[src/rtl/cpu_pkg.sv]
// rtl/cpu_pkg.sv - shared types and constants for the fetch/sequencing path
package cpu_pkg;
  localparam int PC_WIDTH    = 10;
  localparam int INSTR_WIDTH = 16;

  localparam logic [15:0] INSTR_NOP  = 16'h0000;
  localparam logic [15:0] INSTR_HALT = 16'hFFFF;

  typedef enum logic [1:0] {
    FETCH   = 2'd0,
    LOAD    = 2'd1,
    EXECUTE = 2'd2,
    HALT    = 2'd3
  } state_t;
endpackage

[src/rtl/program_counter.sv]
// rtl/program_counter.sv - PC register with enable, branch load and wrapping increment
module program_counter
  import cpu_pkg::*;
#(
  parameter int                  PC_WIDTH = cpu_pkg::PC_WIDTH,
  parameter logic [PC_WIDTH-1:0] RESET_PC = '0
) (
  input  logic                clk,
  input  logic                rst,
  input  logic                en,
  input  logic                load,
  input  logic [PC_WIDTH-1:0] target,
  output logic [PC_WIDTH-1:0] pc
);

  // Increment wraps naturally modulo 2^PC_WIDTH
  always_ff @(posedge clk or posedge rst) begin
    if (rst)
      pc <= RESET_PC;
    else if (en)
      pc <= load ? target : pc + PC_WIDTH'(1);
  end

endmodule

[src/rtl/fetch_unit.sv]
// rtl/fetch_unit.sv - fetch/load/execute sequencer owning the PC and instruction register
module fetch_unit
  import cpu_pkg::*;
#(
  parameter int                  PC_WIDTH    = cpu_pkg::PC_WIDTH,
  parameter int                  INSTR_WIDTH = cpu_pkg::INSTR_WIDTH,
  parameter logic [PC_WIDTH-1:0] RESET_PC    = '0
) (
  input  logic                   Clk,
  input  logic                   Reset,
  input  logic                   Stall,
  input  logic [INSTR_WIDTH-1:0] MemData,
  input  logic                   BranchTaken,
  input  logic [PC_WIDTH-1:0]    BranchTarget,
  output logic [PC_WIDTH-1:0]    MemAddr,
  output logic                   MemRead,
  output logic [INSTR_WIDTH-1:0] Opcode,
  output logic                   RegWrite,
  output logic [PC_WIDTH-1:0]    PcOut,
  output logic                   Halted
);

  localparam logic [INSTR_WIDTH-1:0] NOP_WORD  = INSTR_WIDTH'(INSTR_NOP);
  localparam logic [INSTR_WIDTH-1:0] HALT_WORD = INSTR_WIDTH'(INSTR_HALT);

  state_t                 state;
  logic [INSTR_WIDTH-1:0] ir;
  logic [PC_WIDTH-1:0]    pc;
  logic                   is_halt;
  logic                   is_nop;
  logic                   exec_go;

  assign is_halt = (ir == HALT_WORD);
  assign is_nop  = (ir == NOP_WORD);
  assign exec_go = (state == EXECUTE) && !Stall;

  program_counter #(
    .PC_WIDTH (PC_WIDTH),
    .RESET_PC (RESET_PC)
  ) u_pc (
    .clk    (Clk),
    .rst    (Reset),
    .en     (exec_go && !is_halt),
    .load   (BranchTaken),
    .target (BranchTarget),
    .pc     (pc)
  );

  always_ff @(posedge Clk or posedge Reset) begin
    if (Reset) begin
      state <= FETCH;
      ir    <= '0;
    end else begin
      case (state)
        FETCH:   if (!Stall) state <= LOAD;
        LOAD: begin
          ir    <= MemData;
          state <= EXECUTE;
        end
        EXECUTE: if (!Stall) state <= is_halt ? HALT : FETCH;
        HALT:    state <= HALT;
      endcase
    end
  end

  // Strobes are gated by Reset so they drop in the same instant reset rises
  assign MemRead  = (state == FETCH) && !Stall && !Reset;
  assign RegWrite = exec_go && !is_halt && !is_nop && !Reset;
  assign Halted   = (state == HALT);
  assign Opcode   = ir;
  assign MemAddr  = pc;
  assign PcOut    = pc;

endmodule

[config.mk]
export PLATFORM = sky130hd
export DESIGN_NAME = fetch_unit
export DESIGN_NICKNAME = d
export VERILOG_FILES = /design/src/rtl/cpu_pkg.sv /design/src/rtl/program_counter.sv /design/src/rtl/fetch_unit.sv
export SDC_FILE = /design/constraint.sdc
export NUM_CORES = 1
export LEC_CHECK = 0
export CAP_MARGIN = 0
export CORE_MARGIN = 2
export CORE_UTILIZATION = 41
export CTS_CLUSTER_SIZE = 20
export DETAILED_ROUTE_END_ITERATION = 7
export GPL_TIMING_DRIVEN = 0
export PLACE_DENSITY = 0.82
export SYNTH_ARGS = -nofsm -noshare
export SYNTH_HDL_FRONTEND = slang
export SYNTH_SLANG_ARGS = --single-unit
[constraint.sdc]
create_clock -name Clk -period 1.89 [get_ports Clk]
set_clock_uncertainty 0.15 [all_clocks]
set_input_delay 0.2835 -clock Clk [delete_from_list [all_inputs] [get_ports Clk]]
set_output_delay 0.2835 -clock Clk [all_outputs]
set_load 0.1 [all_outputs]
-- Word-level counts from Yosys, hierarchy flattened
Cells that the tools add are included.
- word-level logic and storage cells: 28
- bits in latches: 0
- output and inout bits: 39
- memory bits (writable): 0
- memory bits (read-only): 0
- bits in registers: 28
- memories: 0
- mux-type cells: 5
- add/sub/neg operators: 1
- shift-type cells: 0
- eq/ne operators: 6
- $lt $le $gt $ge: 0
- div/mod/pow operators: 0
- reduce and logical (&&, ||, !) cells: 13
- multiply operators: 0
- bitwise gates (word level): 0
- operator list (cell ; count):
    $eq A16 B16 Y1 const B ; 1
    $logic_not A16 Y1 ; 1
    $add A10 B1 Y10 const B ; 1
    $mux W10 ; 1
    $pmux W2 S4 ; 1
    $logic_and A1 B1 Y1 ; 6
    $mux W2 ; 3
    $eq A2 B2 Y1 const B ; 2
    $logic_not A1 Y1 ; 4
    $ne A2 B2 Y1 const B ; 2
    $eq A2 B1 Y1 const B ; 1
    $logic_not A2 Y1 ; 1
    $reduce_and A2 Y1 ; 1

-- Depth between registers and ports, before layout
Gate-level depths: netlist (run 1).
- depth after elaboration: 5
- gate-level depth with buffers: 5

-- By module
Synthesis (run 1) repeated with hierarchy kept, for this count alone.
- cells, all modules: 142
- area total of the unflattened synthesis: 1567.8 um2
- modules (own cells, without submodules) (module ; cells each ; seq. area each (um2) ; instances ; area an instance (um2)):
    fetch_unit ; 68 ; 450.4 ; 1 ; 933.4
    program_counter ; 74 ; 250.2 ; 1 ; 634.4

-- Least setup slack after synthesis (run 1)
No wires, ideal clock.
- kind: register -> output
- start point: register state[0]
- end point: output port MemRead
- data arrival time: 2867 ps
- path buffers: 1
- setup slack: -1410 ps
- required time: 1456 ps
- cell stages (with the launch flop): 4
- cells stage by stage: dfrtp_1 > or2_4 > buf_2 > nor3_1
- longest elaborated chain between the ends: 3
- RTL lines (element ; line ; RTL):
    start, declared ; fetch_unit.sv:26 ; state_t state;
    start signal, assigned ; fetch_unit.sv:60 ; EXECUTE: if (!Stall) state <= is_halt ? HALT : FETCH;
    $logic_not A2 Y1 ; fetch_unit.sv:67 ; assign MemRead = (state == FETCH) && !Stall && !Reset;
    $logic_and A1 B1 Y1 (2 in series) ; fetch_unit.sv:67 ;
    end, declared ; fetch_unit.sv:16 ; output logic MemRead,
No other way between the ends.

-- Worst setup path after layout (run 1)
- start point: register ir[5] (netlist: Opcode[5])
- end point: output port RegWrite
- longest elaborated chain between the ends: 5
- elaborated cells between the ends (all ways): 7
- classes of those cells: eq/ne (1); reduce/logical (6)
- RTL lines (element ; line ; RTL):
    start, declared ; fetch_unit.sv:27 ; logic [INSTR_WIDTH-1:0] ir;
    start signal, assigned ; fetch_unit.sv:57 ; ir <= MemData;
    $eq A16 B16 Y1 ; fetch_unit.sv:33 ; assign is_halt = (ir == HALT_WORD);
    $logic_not A1 Y1 ; fetch_unit.sv:68 ; assign RegWrite = exec_go && !is_halt && !is_nop && !Reset;
    $logic_and A1 B1 Y1 ; fetch_unit.sv:68 ;
    $logic_and A1 B1 Y1 * (2 in series) ; fetch_unit.sv:68 ;
    end, declared ; fetch_unit.sv:18 ; output logic RegWrite,
Every way passes the cells marked *; elsewhere a longest branch is shown, timed or not.

==> impl_summary.md, run 1 <==
Worst setup path
The register-to-register setup slack is 0.02 ns. By startpoint and endpoint, the worst setup path is classified as reg -> out. The critical path goes through nand4_1, o41ai_4, buf_6, nor2_4, and3_4, buf_12. Data on the critical path is required at its endpoint by 1.46 ns. The worst setup path is launched from a flop.

The combined buffer and inverter count along the critical path is 2. The cell with the largest stage delay on the worst path is sky130_fd_sc_hd__dfrtp_4. In this design, the stage delay of the slowest critical-path cell is 0.43 ns.

Data on the critical path arrives at its endpoint at 1.82 ns. The critical path depth in cells is 6. The length in cells of the worst reg-to-reg path is 6.

The kind of cell with the highest combined delay on the critical path is flip-flops. In this run the worst path has a maximum fanout of 4. The endpoint type of the worst setup path is an output port.

Global route
The pin count of the biggest net entering global routing is 16. The number of antenna violations at the first check in global routing was 0. The total routing usage reported by global routing is 21.65%.

The number of global-route vias before repair is 1,493. The global-route wire length before repair is 7093 µm. The total global routing overflow is 0.

Timing
The clock period minus final worst setup slack is 2.258 ns. In this run the tightest slew margin relative to its limit is 59.51%. The post-route fraction of the period consumed by the critical path is 119.5%. Setup violations remaining at the end of the flow were counted as 2. The timing-limited maximum frequency is 442.9 MHz.

In the post-route analysis, the smallest setup slack over all paths is -0.3681 ns. Setup total negative slack on the finished layout was measured at -0.4589 ns. The number of pins with negative max-slew slack in the final report is 0. The final number of hold-violating endpoints was 0. Setup repair after global routing could not meet its margin everywhere.

At the pin with the least slew margin, the transition time is 0.6040 ns.

Finish
Once layout is complete, the utilization of the core stands at 72.24%. Compared with the post-synthesis result, the final layout area differs by 70.94%. The number of nets in the layout is 263. The finished cells cover 0.002605 mm².

The antenna diode instance count is 0. The filler-free cell count of the finished design is 279. The post-route netlist has 53.68% of its cells at a drive strength greater than 1.

Yosys
The area fraction in compound gates after synthesis is 15.02%. For this run, the leading register cell type out of synthesis is sky130_fd_sc_hd__dfrtp_1. By area the synthesized netlist is led by sky130_fd_sc_hd__dfrtp_1, sky130_fd_sc_hd__mux2_2, sky130_fd_sc_hd__buf_4. For this run, the number of Yosys warnings is 0. The synthesized area is 0.001524 mm². Synthesis handed over a netlist of 141 instances. Counting flops with a built-in enable in the synthesized netlist gives 0.

After synthesis, the mean cell area works out to 10.81 µm². Multiplexer cells account for 12.48% of the synthesized area. The synthesized netlist devotes 0.8210% of its cell area to adder and majority cells. The top cell type's share of synthesized area is 45.98%. The most frequent cell after synthesis is sky130_fd_sc_hd__dfrtp_1. The combinational family with the most area after synthesis is simple AND/OR/NAND/NOR gates. The commonest cells after synthesis are sky130_fd_sc_hd__dfrtp_1, sky130_fd_sc_hd__mux2_2, sky130_fd_sc_hd__buf_4, sky130_fd_sc_hd__o21ai_0, sky130_fd_sc_hd__nor2_1. The cell taking the most area after synthesis is sky130_fd_sc_hd__dfrtp_1.

In the synthesized netlist the async set-or-reset flop fraction comes to 100.0%. When the netlist entered floorplanning its net count stood at 172. The post-synthesis sequential area ratio is 45.98%. The synthesized netlist devotes 0% of its cell area to XOR and XNOR gates. After Yosys synthesis, and, or, nand and nor cells account for 17.24% of the synthesized area. The number of different library cells used by synthesis comes to 38. The flip-flop and latch count after synthesis is 28.

Status
The flow ran to the end, but the final reports show violations. The final reports fail on negative setup slack.

Clock network
The clock reaches the later pin of the worst-skew pair after 0.28 ns. The count of H-tree levels built during CTS is 1. The CTS clock-pin slew for the worst setup and hold paths is 0.10 ns. TritonCTS built the clock tree. The sink count of the clock tree is 28.

Counting along the longest clock path gives a buffer depth of 2. The cell at the root of the clock tree is sky130_fd_sc_hd__clkbuf_8. The number of hold-repair buffers added at the cts stage is 0. The number of CTS-inserted buffers is 3.

Routing
After detailed routing, the average wire length per cell comes to 15.35 µm. The iteration count of the initial detailed-routing pass is 4. The routed design has 4283 µm of wire. The detail route stage leaves a number of antenna-violating nets equal to 0. For this block, the initial DRC count from the detailed router was 118.

The detailed router placed 1,496 vias in this run. The DRC violation count after routing is 0. The post-detailed-route via-to-cell ratio is 5.362.

Floorplanning
The effective utilization at floorplan is 42.26%. The core region area is 0.003606 mm². The die covers 0.004220 mm². The chip width is 64.97 µm. The number of standard-cell rows in the floorplan is 22. From bottom edge to top edge, the die measures 64.97 µm. 69 I/O pins were placed.

Placement
The placed instances occupy a cell area of 0.002352 mm². The number of placed instances with taps included is 257. Summed over all nets, the half-perimeter wirelength after detailed placement is 2953 µm. The number of I/O port buffers is 68.

The congestion estimate from routability-driven global placement came to 0.9260.

Worst hold path
The path class of the tightest hold or removal check is in -> reg. The number of instances on the worst hold path is 3.

Job
The number of maximum-capacitance constraint violations is 0.
==> timing repair <==
action                     in CTS  in global routing
buffers inserted               13                  5
setup endpoints to repair      39                 15
gates cloned                    1                  0
resized for setup             136                  4
pin swaps                       4                  6
==> worst reg2reg max path: cells and delay by family (launching register included) <==
family	cells	cell delay (ns)
AND/OR/NAND/NOR	2	0.41
buffers and inverters	2	0.31
AO/OA/AOI/OAI	2	0.40
flip-flops	1	0.50
==> layout make-up <==
type | instances | area, µm²
Multi-Input combinational cell | 94 | 710.7
Sequential cell | 28 | 772.0
Buffer | 16 | 122.6
Timing Repair inverter | 1 | 5.005
Timing Repair Buffer | 86 | 878.3
Fill cell | 266 | 1001
Clock buffer | 4 | 45.04
Tap cell | 48 | 60.06
Inverter | 2 | 11.26
==> registers in the layout, summed over array words and instances (netlist names) <==
signal and cells:
Opcode 16, state 2, u_pc.pc 10
==> layout by cell type (no fill, tap or decap), types with 4 or more instances in the layout <==
cell                               n
sky130_fd_sc_hd__a21oi_1           4
sky130_fd_sc_hd__a2bb2oi_1         4
sky130_fd_sc_hd__buf_4            27
sky130_fd_sc_hd__buf_6             4
sky130_fd_sc_hd__clkdlybuf4s15_2  36
sky130_fd_sc_hd__clkdlybuf4s50_1  28
sky130_fd_sc_hd__dfrtp_2           9
sky130_fd_sc_hd__dfrtp_4          16
sky130_fd_sc_hd__mux2_2           16
sky130_fd_sc_hd__nand3_1           5
sky130_fd_sc_hd__nand4_1           4
sky130_fd_sc_hd__nor2_1            6
sky130_fd_sc_hd__nor3_1            4
sky130_fd_sc_hd__nor4_1            5
sky130_fd_sc_hd__o21ai_0           6
sky130_fd_sc_hd__o21ai_1           4
sky130_fd_sc_hd__o31ai_1           4
==> cells by family (layout without fill, tap and decap cells) <==
logic type / Yosys count / in the layout
and+or+nand+nor: 44 / 44
AOI/OAI and AO/OA: 32 / 32
DFF: 28 / 28
buffers and inverters: 19 / 109
muxes: 17 / 17
adders and majority gates: 1 / 1
==> final timing paths <==
| check | from | to |
|---|---|---|
| setup / recovery | Opcode[5] | RegWrite |
| hold / removal | Stall | state[1] |
| setup reg to reg | Opcode[2] | u_pc.pc[9] |
| hold reg to reg | u_pc.pc[9] | u_pc.pc[9] |
| max in group asynchronous | Reset | Opcode[1] |
| min in group asynchronous | Reset | u_pc.pc[5] |
==> layer usage <==
layer | share of wire [%] | up-vias | GRT usage [%]
met3 | 8.9 | 4 | 4.340
met1 | 40 | 705 | 26.39
li1 | - | 700 | -
met2 | 50 | 87 | 38.14
met4 | 0.93 | 0 | 6.915
met5 | 0 | - | 0
==> metrics by stage <==
stage | setup WS, ns | hold slack [ns]
after global placement | -1.640 | 0.3661
after global routing | -0.4299 | 0.3676
final | -0.3681 | 0.3187
after floorplan | -0.2830 | 0.2075
after CTS | -0.3729 | 0.2718
after detailed placement | -1.681 | 0.3807
Power of run 1 is left out: the tool's default activity adds up to more than one toggle a clock period on the data nets, which glitch-free logic cannot reach.
==> run 2: changes to the inputs <==
--- a/config.mk
+++ b/config.mk
@@ -12,6 +12,7 @@
 export DETAILED_ROUTE_END_ITERATION = 7
 export GPL_TIMING_DRIVEN = 0
 export PLACE_DENSITY = 0.82
+export SETUP_SLACK_MARGIN = 0.3
 export SYNTH_ARGS = -nofsm -noshare
 export SYNTH_HDL_FRONTEND = slang
 export SYNTH_SLANG_ARGS = --single-unit
==> run 2 against run 1 <==
The run still ends with negative setup slack left. Critical path type unchanged. Highest routed layer unchanged. Fmax down 4.8%. Core utilization rose by 0.17 points. Sequential cell count stayed put. Via count grew 5.5%.
==> impl_summary.md, run 2 (same netlist as run 1, synthesis figures left out) <==
Finish
The storage element area came to 773.2 µm² (was 772.0 µm²). The antenna diode instance count is 0 (unchanged). The share of post-route cells with drive strength above 1 is 58.47% (was 53.68%). The number of nets in the layout was 268 (was 263).

The fill cell total of the finished layout is 241 (was 266). Most frequent cells in the layout: sky130_fd_sc_hd__buf_4, sky130_fd_sc_hd__clkdlybuf4s50_1, sky130_fd_sc_hd__clkbuf_4 (was sky130_fd_sc_hd__clkdlybuf4s15_2, sky130_fd_sc_hd__clkdlybuf4s50_1, sky130_fd_sc_hd__buf_4). The flip-flop count of the largest register, all copies and words added is 16 (unchanged). The final design utilization was 72.41% (was 72.24%). The leading cell type in the layout, fill and taps excluded is sky130_fd_sc_hd__buf_4 (was sky130_fd_sc_hd__clkdlybuf4s15_2). The area growth from synthesis to final layout is 71.35% (was 70.94%). The final non-filler cell area came to 0.002611 mm² (was 0.002605 mm²). The total area of multi-input combinational cells was 735.7 µm² (was 710.7 µm²).

Global route
The number of global-route vias before repair is 1,498 (was 1,493). The pin count of the biggest net entering global routing is 16 (unchanged). The global-route wire length before repair is 7182 µm (was 7093 µm).

The total global routing overflow is 0 (unchanged). The total routing usage reported by global routing came to 21.75% (was 21.65%). The number of antenna violations at the first check in global routing is 0 (unchanged).

Worst setup path
The register-to-register setup slack is -0.15 ns (was 0.02 ns). The length in cells of the worst reg-to-reg path was 8 (was 6). The critical setup path kind is reg -> out (unchanged). The critical path data required time is 1.46 ns (about the same).

The worst flop-to-flop path endpoint is u_pc.pc[5] (was u_pc.pc[9]). The element type at the critical path start is a flop (unchanged). The endpoint type of the worst setup path is an output port (unchanged). The worst-path maximum fanout is 4 (unchanged). The launching point of the worst reg2reg path is Opcode[13] (was Opcode[2]). The signal arrival time at the worst endpoint is 1.94 ns (was 1.82 ns).

Routing
The DRC violation total after the first TritonRoute iteration is 124 (was 118). The post-detailed-route via-to-cell ratio is 5.560 (was 5.362). The average routed wire per standard cell is 16.76 µm (was 15.35 µm). The via total after detailed routing is 1,579 (was 1,496). The DRC violation count after routing is 0 (unchanged). The count of antenna-violating nets left after detailed routing is 0 (unchanged). The iteration count of the initial detailed-routing pass came to 4 (unchanged).

The detailed-route wire length was 4761 µm (was 4283 µm).

Floorplanning
The chip width is 64.97 µm (unchanged). The number of standard-cell rows in the floorplan is 22 (unchanged). The top-level I/O count is 69 (unchanged). The area of the die was 0.004220 mm² (unchanged). The core region area is 0.003606 mm² (unchanged).

The effective utilization at floorplan is 42.26% (unchanged). The height of the chip is 64.97 µm (unchanged).

Clock network
The CTS clock-pin slew for the worst setup and hold paths is 0.10 ns (about the same). The TritonCTS clock tree was yes (unchanged). The number of CTS-inserted buffers is 3 (unchanged).

The latest clock arrival within the worst-skew pair was 0.28 ns (about the same). The count of H-tree levels built during CTS is 1 (unchanged). The buffer depth of the longest clock path is 2 (unchanged).

The cell at the root of the clock tree is sky130_fd_sc_hd__clkbuf_8 (unchanged). The sink count of the clock tree is 28 (unchanged).

Timing
The final sum of negative setup slack is -1.429 ns (was -0.4589 ns). The clock period minus final worst setup slack was 2.371 ns (was 2.258 ns). The slack of the critical path is -0.4814 ns (was -0.3681 ns). The number of pins with negative max-slew slack in the final report was 0 (unchanged).

The slew at the pin with the worst max-slew slack is 0.6892 ns (was 0.6040 ns). The count of endpoints failing setup in the final report is 11 (was 2). The final number of hold-violating endpoints is 0 (unchanged).

The post-route fraction of the period consumed by the critical path is 125.5% (was 119.5%). Setup repair after global routing missed its margin: true (unchanged). The worst slew slack as a fraction of its limit came to 53.80% (was 59.51%). The timing-limited maximum frequency was 421.7 MHz (was 442.9 MHz).

Job
The number of maximum-capacitance constraint violations came to 0 (unchanged).

Placement
The cell area after placement is 0.002355 mm² (was 0.002352 mm²). The post-detailed-placement half-perimeter wirelength is 2902 µm (was 2953 µm). The number of I/O port buffers is 68 (unchanged). The routability congestion estimate is 0.7493 (was 0.9260).

Status
Outcome: finished with violations (unchanged). Violated checks: negative setup slack (unchanged).

Worst hold path
The worst min-delay path category was in -> async (was in -> reg).
run 2: changes by cell type in the layout (fill, tap and decap cells not counted), moves of 2 or more:
cell                              before  now
sky130_fd_sc_hd__o21ai_0               6    2
sky130_fd_sc_hd__o21ai_2               0    2
sky130_fd_sc_hd__buf_4                27   39
sky130_fd_sc_hd__clkdlybuf4s15_2      36    0
sky130_fd_sc_hd__clkbuf_4              0   20
sky130_fd_sc_hd__clkbuf_1              2    0
sky130_fd_sc_hd__buf_6                 4   11
sky130_fd_sc_hd__o21ai_1               4    6
run 2: critical path, cell delays in order, from the launching register on:
cell and delay [ns]:
sky130_fd_sc_hd__dfrtp_4 0.42, sky130_fd_sc_hd__nand4_1 0.20, sky130_fd_sc_hd__o41ai_4 0.50, sky130_fd_sc_hd__buf_6 0.17, sky130_fd_sc_hd__nor2_4 0.04, sky130_fd_sc_hd__and3_4 0.17, sky130_fd_sc_hd__buf_12 0.16
run 2: per-stage QoR:
step	worst slack [ns]	hold slack, ns	instances
final	-0.4814	0.3368	284
after CTS	-0.4188	0.3363	279
after floorplan	-0.2813	0.2074	141
after global routing	-0.5607	0.3705	284
after detailed placement	-1.655	0.3914	257
after global placement	-1.629	0.3772	257
run 2: metal layers:
metal  track usage, %  vias to the layer above  wire (µm)  share of wire (%)
li1                 -                      714          -                  -
met1            30.37                      776       1978                 42
met2            36.73                       78       2425                 51
met3            2.257                       11        304                6.4
met4            4.255                        0         52                1.1
met5                0                        -          0                  0
run 2: layout make-up:
class | instances | area share, %
inverter | 2 | 0.4312
timing repair buffer | 90 | 31.62
multi-input combinational | 94 | 28.17
clock buffer | 4 | 2.108
timing repair inverter | 1 | 0.1917
sequential | 28 | 29.61
buffer | 17 | 5.558
tap | 48 | 2.300
run 2: how the worst max path moves through the flow:
stage / from / slack, ns / to
3_3_place_gp: Reset / -1.63 / RegWrite
2_1_floorplan: Opcode[4] / -0.28 / RegWrite
6_report: Opcode[13] / -0.48 / RegWrite
5_1_grt: Opcode[4] / -0.56 / RegWrite
4_1_cts: Opcode[15] / -0.42 / RegWrite
3_5_place_dp: Reset / -1.65 / RegWrite
run 2: timing repair:
item / CTS / global route
gates cloned: 2 / 1
endpoints found under the setup margin: 85 / 48
hold buffers: 0 / 0
pin swaps: 5 / 8
gates resized for setup: 235 / 29
buffers inserted: 16 / 4
endpoints found under the hold margin: 0 / 0
Power of run 2 is left out for the same reason.
